===== src/rtl/cmp_share_arbiter_pkg.sv =====
// ============================================================================
//  Module      : cmp_share_pkg
//  Description : Shared types and default constants for the comparator-sharing
//                round-robin arbiter (FSM state encoding, default sizes).
//  Revision    : 1.0 - initial release
// ============================================================================
`default_nettype none

package cmp_share_pkg;

    // Default configuration of the arbiter slice
    localparam int c_NREQ_DEF  = 4;
    localparam int c_WIDTH_DEF = 8;

    // Transaction sequencer states, one transaction per 4 cycles
    typedef enum logic [1:0] {
        IDLE  = 2'd0,
        GRANT = 2'd1,
        CMP   = 2'd2,
        RESP  = 2'd3
    } state_t;

endpackage : cmp_share_pkg

`default_nettype wire


===== src/rtl/cmp_share_arbiter_if.sv =====
// ============================================================================
//  Module      : cmp_share_arbiter_if
//  Description : Requester-side bus of the comparator-sharing arbiter.
//                master = functional units, slave = arbiter.
//  Revision    : 1.0 - initial release
// ============================================================================
`default_nettype none

interface cmp_share_arbiter_if
    import cmp_share_pkg::*;
#(
    parameter int width = c_WIDTH_DEF,
    parameter int NREQ  = c_NREQ_DEF,
    parameter int IDW   = $clog2(NREQ)
);

    logic [NREQ-1:0]       req;
    logic [NREQ*width-1:0] a_bus;
    logic [NREQ*width-1:0] b_bus;
    logic [NREQ-1:0]       gnt;
    logic                  busy;
    logic                  done;
    logic                  eq;
    logic                  gt;
    logic [IDW-1:0]        rid;

    modport master (
        output req, a_bus, b_bus,
        input  gnt, busy, done, eq, gt, rid
    );

    modport slave (
        input  req, a_bus, b_bus,
        output gnt, busy, done, eq, gt, rid
    );

endinterface : cmp_share_arbiter_if

`default_nettype wire


===== src/rtl/cmp_share_arbiter_rr_pick.sv =====
// ============================================================================
//  Module      : rr_pick
//  Description : Combinational round-robin picker. Searches ptr+1, ptr+2, ...
//                modulo NREQ and returns the first set request as a one-hot
//                vector plus its index.
//  Revision    : 1.0 - initial release
// ============================================================================
`default_nettype none

module rr_pick #(
    parameter int NREQ = 4,
    parameter int IDW  = $clog2(NREQ)
) (
    input  wire logic [NREQ-1:0] req,
    input  wire logic [IDW-1:0]  ptr,
    output logic [NREQ-1:0]      win,
    output logic [IDW-1:0]       win_id,
    output logic                 any
);

    int             w_pos;
    logic [IDW-1:0] w_idx;

    // First requester after the pointer wins; the pointer itself is checked last
    always_comb begin
        win    = '0;
        win_id = '0;
        any    = 1'b0;
        w_pos  = 0;
        w_idx  = '0;
        for (int i = 1; i <= NREQ; i++) begin
            w_pos = (int'(ptr) + i) % NREQ;
            w_idx = IDW'(w_pos);
            if (!any && req[w_idx]) begin
                any         = 1'b1;
                win[w_idx]  = 1'b1;
                win_id      = w_idx;
            end
        end
    end

endmodule : rr_pick

`default_nettype wire


===== src/rtl/comparator.sv =====
// ============================================================================
//  Module      : comparator
//  Description : Enable-gated equality comparator; out is 0 while En is low.
//  Revision    : 1.0 - initial release
// ============================================================================
`default_nettype none

module comparator #(
    parameter int width = 8
) (
    input  wire logic [width-1:0] A,
    input  wire logic [width-1:0] B,
    input  wire logic             En,
    output logic                  out
);

    assign out = En & (A == B);

endmodule : comparator

`default_nettype wire


===== src/rtl/cmp_share_arbiter.sv =====
// ============================================================================
//  Module      : cmp_share_arbiter
//  Description : Round-robin arbiter sharing one equality comparator among
//                NREQ requesters. Latches the winner's operands, runs the
//                comparator for one cycle and returns a registered, tagged
//                result. Sequence IDLE -> GRANT -> CMP -> RESP.
//                Optional macro CMP_SHARE_GT_EN adds an unsigned A>B result
//                on gt; without it gt is tied low.
//  Revision    : 1.0 - initial release
// ============================================================================
`default_nettype none

module cmp_share_arbiter
    import cmp_share_pkg::*;
#(
    parameter int width = c_WIDTH_DEF,
    parameter int NREQ  = c_NREQ_DEF,
    parameter int IDW   = $clog2(NREQ)
) (
    input wire logic           clk,
    input wire logic           rst_n,
    cmp_share_arbiter_if.slave bus
);

    state_t           r_state;
    state_t           w_state_nxt;

    logic [width-1:0] r_a;
    logic [width-1:0] r_b;
    logic [IDW-1:0]   r_id;
    logic [IDW-1:0]   r_ptr;
    logic [IDW-1:0]   r_rid;
    logic [NREQ-1:0]  r_gnt;
    logic             r_busy;
    logic             r_done;
    logic             r_eq;

    logic [NREQ-1:0]  w_gnt_nxt;
    logic             w_busy_nxt;
    logic             w_done_nxt;
    logic             w_load;
    logic             w_cap;
    logic             w_ptr_upd;

    logic [NREQ-1:0]  w_win;
    logic [IDW-1:0]   w_win_id;
    logic             w_any;
    logic             w_cmp_en;
    logic             w_cmp_out;

    logic [width-1:0] w_a_arr [NREQ];
    logic [width-1:0] w_b_arr [NREQ];

    // Unpack the flat operand buses into per-requester slices
    for (genvar i = 0; i < NREQ; i++) begin : g_unpack
        assign w_a_arr[i] = bus.a_bus[i*width +: width];
        assign w_b_arr[i] = bus.b_bus[i*width +: width];
    end

    rr_pick #(
        .NREQ (NREQ),
        .IDW  (IDW)
    ) u_pick (
        .req    (bus.req),
        .ptr    (r_ptr),
        .win    (w_win),
        .win_id (w_win_id),
        .any    (w_any)
    );

    // The comparator only sees an enable in CMP, so its output is 0 elsewhere
    assign w_cmp_en = (r_state == CMP);

    comparator #(
        .width (width)
    ) u_cmp (
        .A   (r_a),
        .B   (r_b),
        .En  (w_cmp_en),
        .out (w_cmp_out)
    );

    // Next-state and next-output decode; every output is registered below
    always_comb begin
        w_state_nxt = r_state;
        w_gnt_nxt   = '0;
        w_busy_nxt  = 1'b0;
        w_done_nxt  = 1'b0;
        w_load      = 1'b0;
        w_cap       = 1'b0;
        w_ptr_upd   = 1'b0;
        case (r_state)
            IDLE: begin
                if (w_any) begin
                    w_state_nxt = GRANT;
                    w_gnt_nxt   = w_win;
                    w_busy_nxt  = 1'b1;
                    w_load      = 1'b1;
                end
            end
            GRANT: begin
                w_state_nxt = CMP;
                w_busy_nxt  = 1'b1;
            end
            CMP: begin
                w_state_nxt = RESP;
                w_busy_nxt  = 1'b1;
                w_done_nxt  = 1'b1;
                w_cap       = 1'b1;
            end
            RESP: begin
                w_state_nxt = IDLE;
                w_ptr_upd   = 1'b1;
            end
            default: w_state_nxt = IDLE;
        endcase
    end

    // State register and handshake outputs; reset aborts any transaction
    always_ff @(posedge clk or negedge rst_n) begin
        if (!rst_n) begin
            r_state <= IDLE;
            r_gnt   <= '0;
            r_busy  <= 1'b0;
            r_done  <= 1'b0;
            r_ptr   <= IDW'(NREQ - 1);
        end else begin
            r_state <= w_state_nxt;
            r_gnt   <= w_gnt_nxt;
            r_busy  <= w_busy_nxt;
            r_done  <= w_done_nxt;
            if (w_ptr_upd) begin
                r_ptr <= r_id;
            end
        end
    end

    // Operand latch at selection time and result capture out of CMP
    always_ff @(posedge clk or negedge rst_n) begin
        if (!rst_n) begin
            r_a   <= '0;
            r_b   <= '0;
            r_id  <= '0;
            r_eq  <= 1'b0;
            r_rid <= '0;
        end else begin
            if (w_load) begin
                r_a  <= w_a_arr[w_win_id];
                r_b  <= w_b_arr[w_win_id];
                r_id <= w_win_id;
            end
            if (w_cap) begin
                r_eq  <= w_cmp_out;
                r_rid <= r_id;
            end
        end
    end

`ifdef CMP_SHARE_GT_EN
    logic r_gt;

    // Unsigned magnitude result, captured together with eq
    always_ff @(posedge clk or negedge rst_n) begin
        if (!rst_n) begin
            r_gt <= 1'b0;
        end else if (w_cap) begin
            r_gt <= (r_a > r_b);
        end
    end

    assign bus.gt = r_gt;
`else
    assign bus.gt = 1'b0;
`endif

    assign bus.gnt  = r_gnt;
    assign bus.busy = r_busy;
    assign bus.done = r_done;
    assign bus.eq   = r_eq;
    assign bus.rid  = r_rid;

endmodule : cmp_share_arbiter

`default_nettype wire


===== src/flat_wrapper.sv =====
// flat-port wrapper written by rule: the top's interface ports become plain ports
module cmp_share_arbiter_flat import cmp_share_pkg::*;
#(
    parameter int width = c_WIDTH_DEF,
    parameter int NREQ  = c_NREQ_DEF,
    parameter int IDW   = $clog2(NREQ)
)
  (clk, rst_n, bus_req, bus_a_bus, bus_b_bus, bus_gnt, bus_busy, bus_done, bus_eq, bus_gt, bus_rid);
  cmp_share_arbiter_if #(.width(width), .NREQ(NREQ), .IDW(IDW)) bus_i ();
  input wire logic clk;
  input wire logic rst_n;
  input wire logic [$bits(bus_i.req)-1:0] bus_req;
  input wire logic [$bits(bus_i.a_bus)-1:0] bus_a_bus;
  input wire logic [$bits(bus_i.b_bus)-1:0] bus_b_bus;
  output wire logic [$bits(bus_i.gnt)-1:0] bus_gnt;
  output wire logic [$bits(bus_i.busy)-1:0] bus_busy;
  output wire logic [$bits(bus_i.done)-1:0] bus_done;
  output wire logic [$bits(bus_i.eq)-1:0] bus_eq;
  output wire logic [$bits(bus_i.gt)-1:0] bus_gt;
  output wire logic [$bits(bus_i.rid)-1:0] bus_rid;
  assign bus_i.req = bus_req;
  assign bus_i.a_bus = bus_a_bus;
  assign bus_i.b_bus = bus_b_bus;
  assign bus_gnt = bus_i.gnt;
  assign bus_busy = bus_i.busy;
  assign bus_done = bus_i.done;
  assign bus_eq = bus_i.eq;
  assign bus_gt = bus_i.gt;
  assign bus_rid = bus_i.rid;
  cmp_share_arbiter #(.width(width), .NREQ(NREQ), .IDW(IDW)) u_core (.clk(clk), .rst_n(rst_n), .bus(bus_i));
endmodule

===== config.mk =====
export PLATFORM = sky130hd
export DESIGN_NAME = cmp_share_arbiter_flat
export DESIGN_NICKNAME = d
export VERILOG_FILES = /design/src/rtl/cmp_share_arbiter_pkg.sv /design/src/rtl/cmp_share_arbiter_if.sv /design/src/rtl/cmp_share_arbiter_rr_pick.sv /design/src/rtl/comparator.sv /design/src/rtl/cmp_share_arbiter.sv /design/src/flat_wrapper.sv
export SDC_FILE = /design/constraint.sdc
export NUM_CORES = 1
export LEC_CHECK = 0
export CAP_MARGIN = 20
export CELL_PAD_IN_SITES_DETAIL_PLACEMENT = 2
export CELL_PAD_IN_SITES_GLOBAL_PLACEMENT = 2
export CORE_MARGIN = 2
export CORE_UTILIZATION = 28
export CTS_BUF_LIST = sky130_fd_sc_hd__clkbuf_8
export DETAILED_ROUTE_END_ITERATION = 8
export PLACE_DENSITY = 0.88
export SYNTH_ARGS = -nofsm -noshare
export SYNTH_HDL_FRONTEND = slang
export SYNTH_SLANG_ARGS = --single-unit

===== constraint.sdc =====
create_clock -name clk -period 4 [get_ports clk]
set_clock_uncertainty 0.1 [all_clocks]
set_input_delay 1.2 -clock clk [delete_from_list [all_inputs] [get_ports clk]]
set_output_delay 1.2 -clock clk [all_outputs]
set_load 0.03 [all_outputs]

# Word-level counts from Yosys, hierarchy flattened
# Index checks and enable logic that the tools add are counted.
# Widths: inputs -> output; s select.
# word_totals
in_bits,70
regBits,31
out_inout_bits,10
# op_classes
n_lt_le_gt_ge,9
n_addsub,4
eq_ne,5
mux,43
n_bitwise,5
reduce_logical,12
# ops
operator,count
$bmux 8 s2,2
$mux 8,4
$mux 4,6
$mux 1,16
$lt 2x3->1 const B,4
$or 4x4->4,3
$mux 2,5
$bmux 1 s2,4
$demux 1 s2,4
$eq 8x8->1,1
$ge 2x1->1 const B,4
$pmux 2 s4,1
$logic_and 1x1->1,7
$add 2x1->2 const B,2
$add 2x2->2 const B,2
$eq 2x2->1 const B,2
$ge 3x3->1 const B,1
$logic_not 1->1,3
$not 2->3,1
$eq 2x1->1 const B,1
$logic_not 2->1,1
$ne 2x2->1 const B,1
$pmux 1 s2,1
$reduce_or 2->1,1
$and 1x1->1,1

# Longest topological paths before layout
# logic_depth
ltp_word,17
depth_mapped,11

# Modules after synthesis
# From an unflattened synthesis, not the netlist that was laid out.
# hier_totals
cells_unflattened,193
area_unflattened_um2,2343.5
# modules_own_cells
module,n_inst,area_per_inst_um2,seq_area_each_um2,cells_per_inst
cmp_share_arbiter,1,1619.1,778.2,95
rr_pick,1,629.4,0.0,86
comparator,1,95.1,0.0,12

# Worst setup path before layout
# Ideal clock, no wire load.
# synth_timing
path_type,input port to flip-flop
from,in bus_req[1]
to,reg u_core.r_b[5]
slack_ns,0.785
stages,8
n_path_buf,2
t_arrival_ns,2.980
path_cell_list,mux4_2 or2_1 or3_1 o21a_1 buf_6 buf_6 a311oi_1 o31ai_1
# synth_via
elab_chain_len,16
elab_cells_between_ends,28
# synth_rtl
item,line,source
start: declaration,flat_wrapper.sv:12,input wire logic [$bits(bus_i.req)-1:0] bus_req;
$bmux 1 s2,cmp_share_arbiter_rr_pick.sv:34,if (!any && req[w_idx]) begin
$mux 1 (not written as such),cmp_share_arbiter_rr_pick.sv:34,
$mux 1,cmp_share_arbiter_rr_pick.sv:34,
$logic_not 1->1,cmp_share_arbiter_rr_pick.sv:34,
$logic_and 1x1->1,cmp_share_arbiter_rr_pick.sv:34,
$mux 1,cmp_share_arbiter_rr_pick.sv:34,
$logic_not 1->1,cmp_share_arbiter_rr_pick.sv:34,
$logic_and 1x1->1,cmp_share_arbiter_rr_pick.sv:34,
$mux 1,cmp_share_arbiter_rr_pick.sv:34,
$logic_not 1->1,cmp_share_arbiter_rr_pick.sv:34,
$logic_and 1x1->1,cmp_share_arbiter_rr_pick.sv:34,
$mux 2,cmp_share_arbiter_rr_pick.sv:34,
$not 2->3 (not written as such),cmp_share_arbiter.sv:149,r_b <= w_b_arr[w_win_id];
$bmux 8 s2,cmp_share_arbiter.sv:149,
$mux 8 (not written as such) (2 in a row),cmp_share_arbiter.sv:149,
end signal: assignment,cmp_share_arbiter.sv:149,
end: declaration,cmp_share_arbiter.sv:29,logic [width-1:0] r_b;
# Parallel ways exist; a longest one is shown, timed or not. The select of a mux whose other input is x is not followed.
# A chain may end at the register's enable or synchronous reset.

# Worst setup path after layout
# layout_timing
from,in bus_req[2]
to,reg u_core.r_b[7]
# Same word-level chain as after synthesis.

==> metrics.cfg <==
[timing]
rsz0062_at_grt=no
slew_headroom_pct=46.9
tns_ns=0
finalSetupViolCount=0
slew_violations=0
worst_slack_ns=0.306
fmax_mhz=271
hold_slack_ns=0.400
tightest_slew_ns=0.797
period_share_pct=92.3
finalHoldViolCount=0
min_period_ns=3.69

[placement]
place_congestion=0.815
dp_hpwl_um=5980
numPortBuffers=78
place_inst=401
dp_slack_ns=0.0175

[finish]
drive_above_1_share_pct=8.82
syn_to_final_growth_pct=44.2
mostFrequentLayoutCell=clkdlybuf4s50_1
seqCellArea_um2=778
multiInputGateArea_um2=1390
fill_cells=847
fin_cells=408
num_antenna_cells=0
final_cell_mix=78 x clkdlybuf4s50_1, 32 x a21boi_0, 32 x a311oi_1
final_nets=388

[critical_path]
required_ns=4.06
cp_data_arrival_time_ns=3.76
worst_path_largest_cell_delay_ns=0.51
cp_num_buf_inv=2
start_kind=input port
timing.rr.end=u_core.r_b[7]
crit_family=compound AO/OA/AOI/OAI gates
rr_worst_depth=9
critPathSlowestCell=clkdlybuf4s50_1
reg2reg_slack_ns=0.49
reg2reg_from=u_core.r_ptr[0]
path_class=input port to flop
crit_chain=clkdlybuf4s50_1, mux4_2, or2_1, or3_1, o21a_1, buf_12, a311oi_1, o31ai_1
cp_max_fo=17
endpoint_kind=flop

[min_path]
hold_depth=2
hold_path_startpoint=u_core.r_a[3]
hold_end=u_core.r_a[3]
holdCritPathClass=flop to flop

[routing]
vias=2205
ant_nets=0
vias_per_cell=5.40
routed_wirelength_um=8030
first_pass_iters=4
drtIter0Drc=79
wl_per_cell_um=19.7
drc=0

[power_and_ir_drop]
clockPowerShare_pct=8.5
p_comb_share_pct=68.9
p_per_area_nw_per_um2=824
p_sw_mw=1.34
swShare_pct=49.3
internal_power_mw=1.37
leakage_nw=1.28
seq_power_share_pct=22.6
ir_drop_uv=545

[global_routing]
antenna_found_initial=0
grt_pass1_wl_um=12700
grt_util_met2_pct=30.5
grt-busiest-layer=met2
grt_overflow=0
grt_util_met3_pct=1.61
track_usage_pct=18.6
grt_pass1_vias=2411
groute.layer.met1.usage_pct=26.1
grt_max_degree=66

[die]
fp.dieW_um=94.2
die_h_um=94.2
design.die.area_um2=8880
std_cell_rows=32
initial_core_util_pct=29.2
num_io_pins=80
coreArea_um2=7810

[synth]
syn_area_um2=2280
synth_nets=317
async_flop_share_pct=100
yosysSeqAreaShare_pct=34.1
post_synth.cell_area_avg_um2=9.70
syn_inst=235
synth_edf_count=0
ys_types=35
ys.warnings.count=0
synthFlopType=dfrtp_1
synth_seq_cells=31

[clocking]
post_cts_buffers=0
clock_latency_ns=0.28
path_clk_slew_ns=0.07
cts_root_buffer=clkbuf_8
cts-hold-fix-buffers=0
cts_tree=done
clock_sink_count=31
cts_buffers=5
clock_path_buffers=2
cts_resized=0
h-tree-depth=2

[run]
cap_viol_max_count=0

[status]
outcome=complete, no violations

[Yosys cell counts, types with 2 or more instances]
library cell  count  share of area (%)
a221oi_1          4                1.5
a311oi_1         32                 12
nor4_1            3               0.82
buf_6             3                1.5
buf_2             3               0.66
o31ai_1          16                5.3
o21ai_0           6                1.3
a21oi_1           2               0.44
nor2_1           10                1.6
mux2_2            4                2.0
a22oi_1           4                1.3
mux4_2            4                4.0
inv_1             6               0.99
clkbuf_1         16                2.6
dfstp_2           2                2.3
ha_1             12                6.6
nand2_1          21                3.5
mux2i_1           4                1.8
a21boi_0         32                 11
dfrtp_1          29                 32
xor2_1            8                3.1
[registers in the layout (all words and copies together) (netlist names)]
signal,count
u_core.r_id,2
u_core.bus.rid,2
u_core.r_a,8
u_core.bus.busy,1
u_core.r_b,8
u_core.bus.eq,1
u_core.bus.done,1
u_core.r_state,2
u_core.r_ptr,2
u_core.bus.gnt,4
[cells by family (layout without fill, tap and decap cells)]
group | after synthesis | count (layout) | share of synthesized area (%)
AOI/OAI and AO/OA | 101 | 101 | 34.4
xor gates and xnor gates | 8 | 8 | 3.07
buffers and inverters | 29 | 100 | 6.09
muxes | 12 | 12 | 7.68
and+or+nand+nor | 41 | 41 | 7.90
other | 1 | 1 | 0.164
DFF | 31 | 31 | 34.1
adders and majority gates | 12 | 12 | 6.59
[layout make-up]
type / instances / share of cell area [%]
repair buffers: 87 / 27.3
well taps: 102 / 3.88
inverters: 6 / 0.685
clock buffers: 5 / 2.09
multi-input cells: 175 / 42.1
clock inverters: 2 / 0.228
flip-flops and latches: 31 / 23.7
[power groups by stage]
stage / Combinational (mW) / Sequential (mW) / Clock [mW]
floorplan: 1.20 / 0.628 / 0
global route: 2.06 / 0.633 / 0.248
CTS: 1.88 / 0.613 / 0.234
detailed placement: 1.86 / 0.616 / 0
global placement: 1.74 / 0.604 / 0
finish: 1.87 / 0.612 / 0.231
[worst reg2reg max path: stages (launching register included)]
cell,delay [ns]
dfstp_2,0.73
inv_1,0.24
ha_1,0.45
mux4_2,0.34
or2_1,0.26
or3_1,0.37
o21a_1,0.16
buf_12,0.16
a311oi_1,0.45
o31ai_1,0.14
[per-layer routing]
layer / share of wire [%] / routed length [µm]
met2: 49 / 3900
met5: 0 / 0
met4: 1.2 / 99
met1: 47 / 3750
met3: 3.5 / 284
[metrics by stage]
step                      utilization (%)  instance area (µm²)  total power [mW]
after global placement               41.1                 3210              2.35
after CTS                            42.1                 3290              2.73
after detailed placement             41.1                 3210              2.48
final                                42.1                 3290              2.71
after global routing                 42.1                 3290              2.94
after floorplan                         -                 2280              1.83
[worst max path at each step]
stage               startpoint             to  cells past startpoint
floorplan           bus_req[1]  u_core.r_b[5]                      8
global placement    bus_req[2]  u_core.r_b[7]                      8
detailed placement  bus_req[2]  u_core.r_b[7]                      8
CTS                 bus_req[2]  u_core.r_b[7]                      8
global route        bus_req[0]  u_core.r_a[4]                      9
finish              bus_req[2]  u_core.r_b[7]                      8
Power figures use the tool's default switching activity.
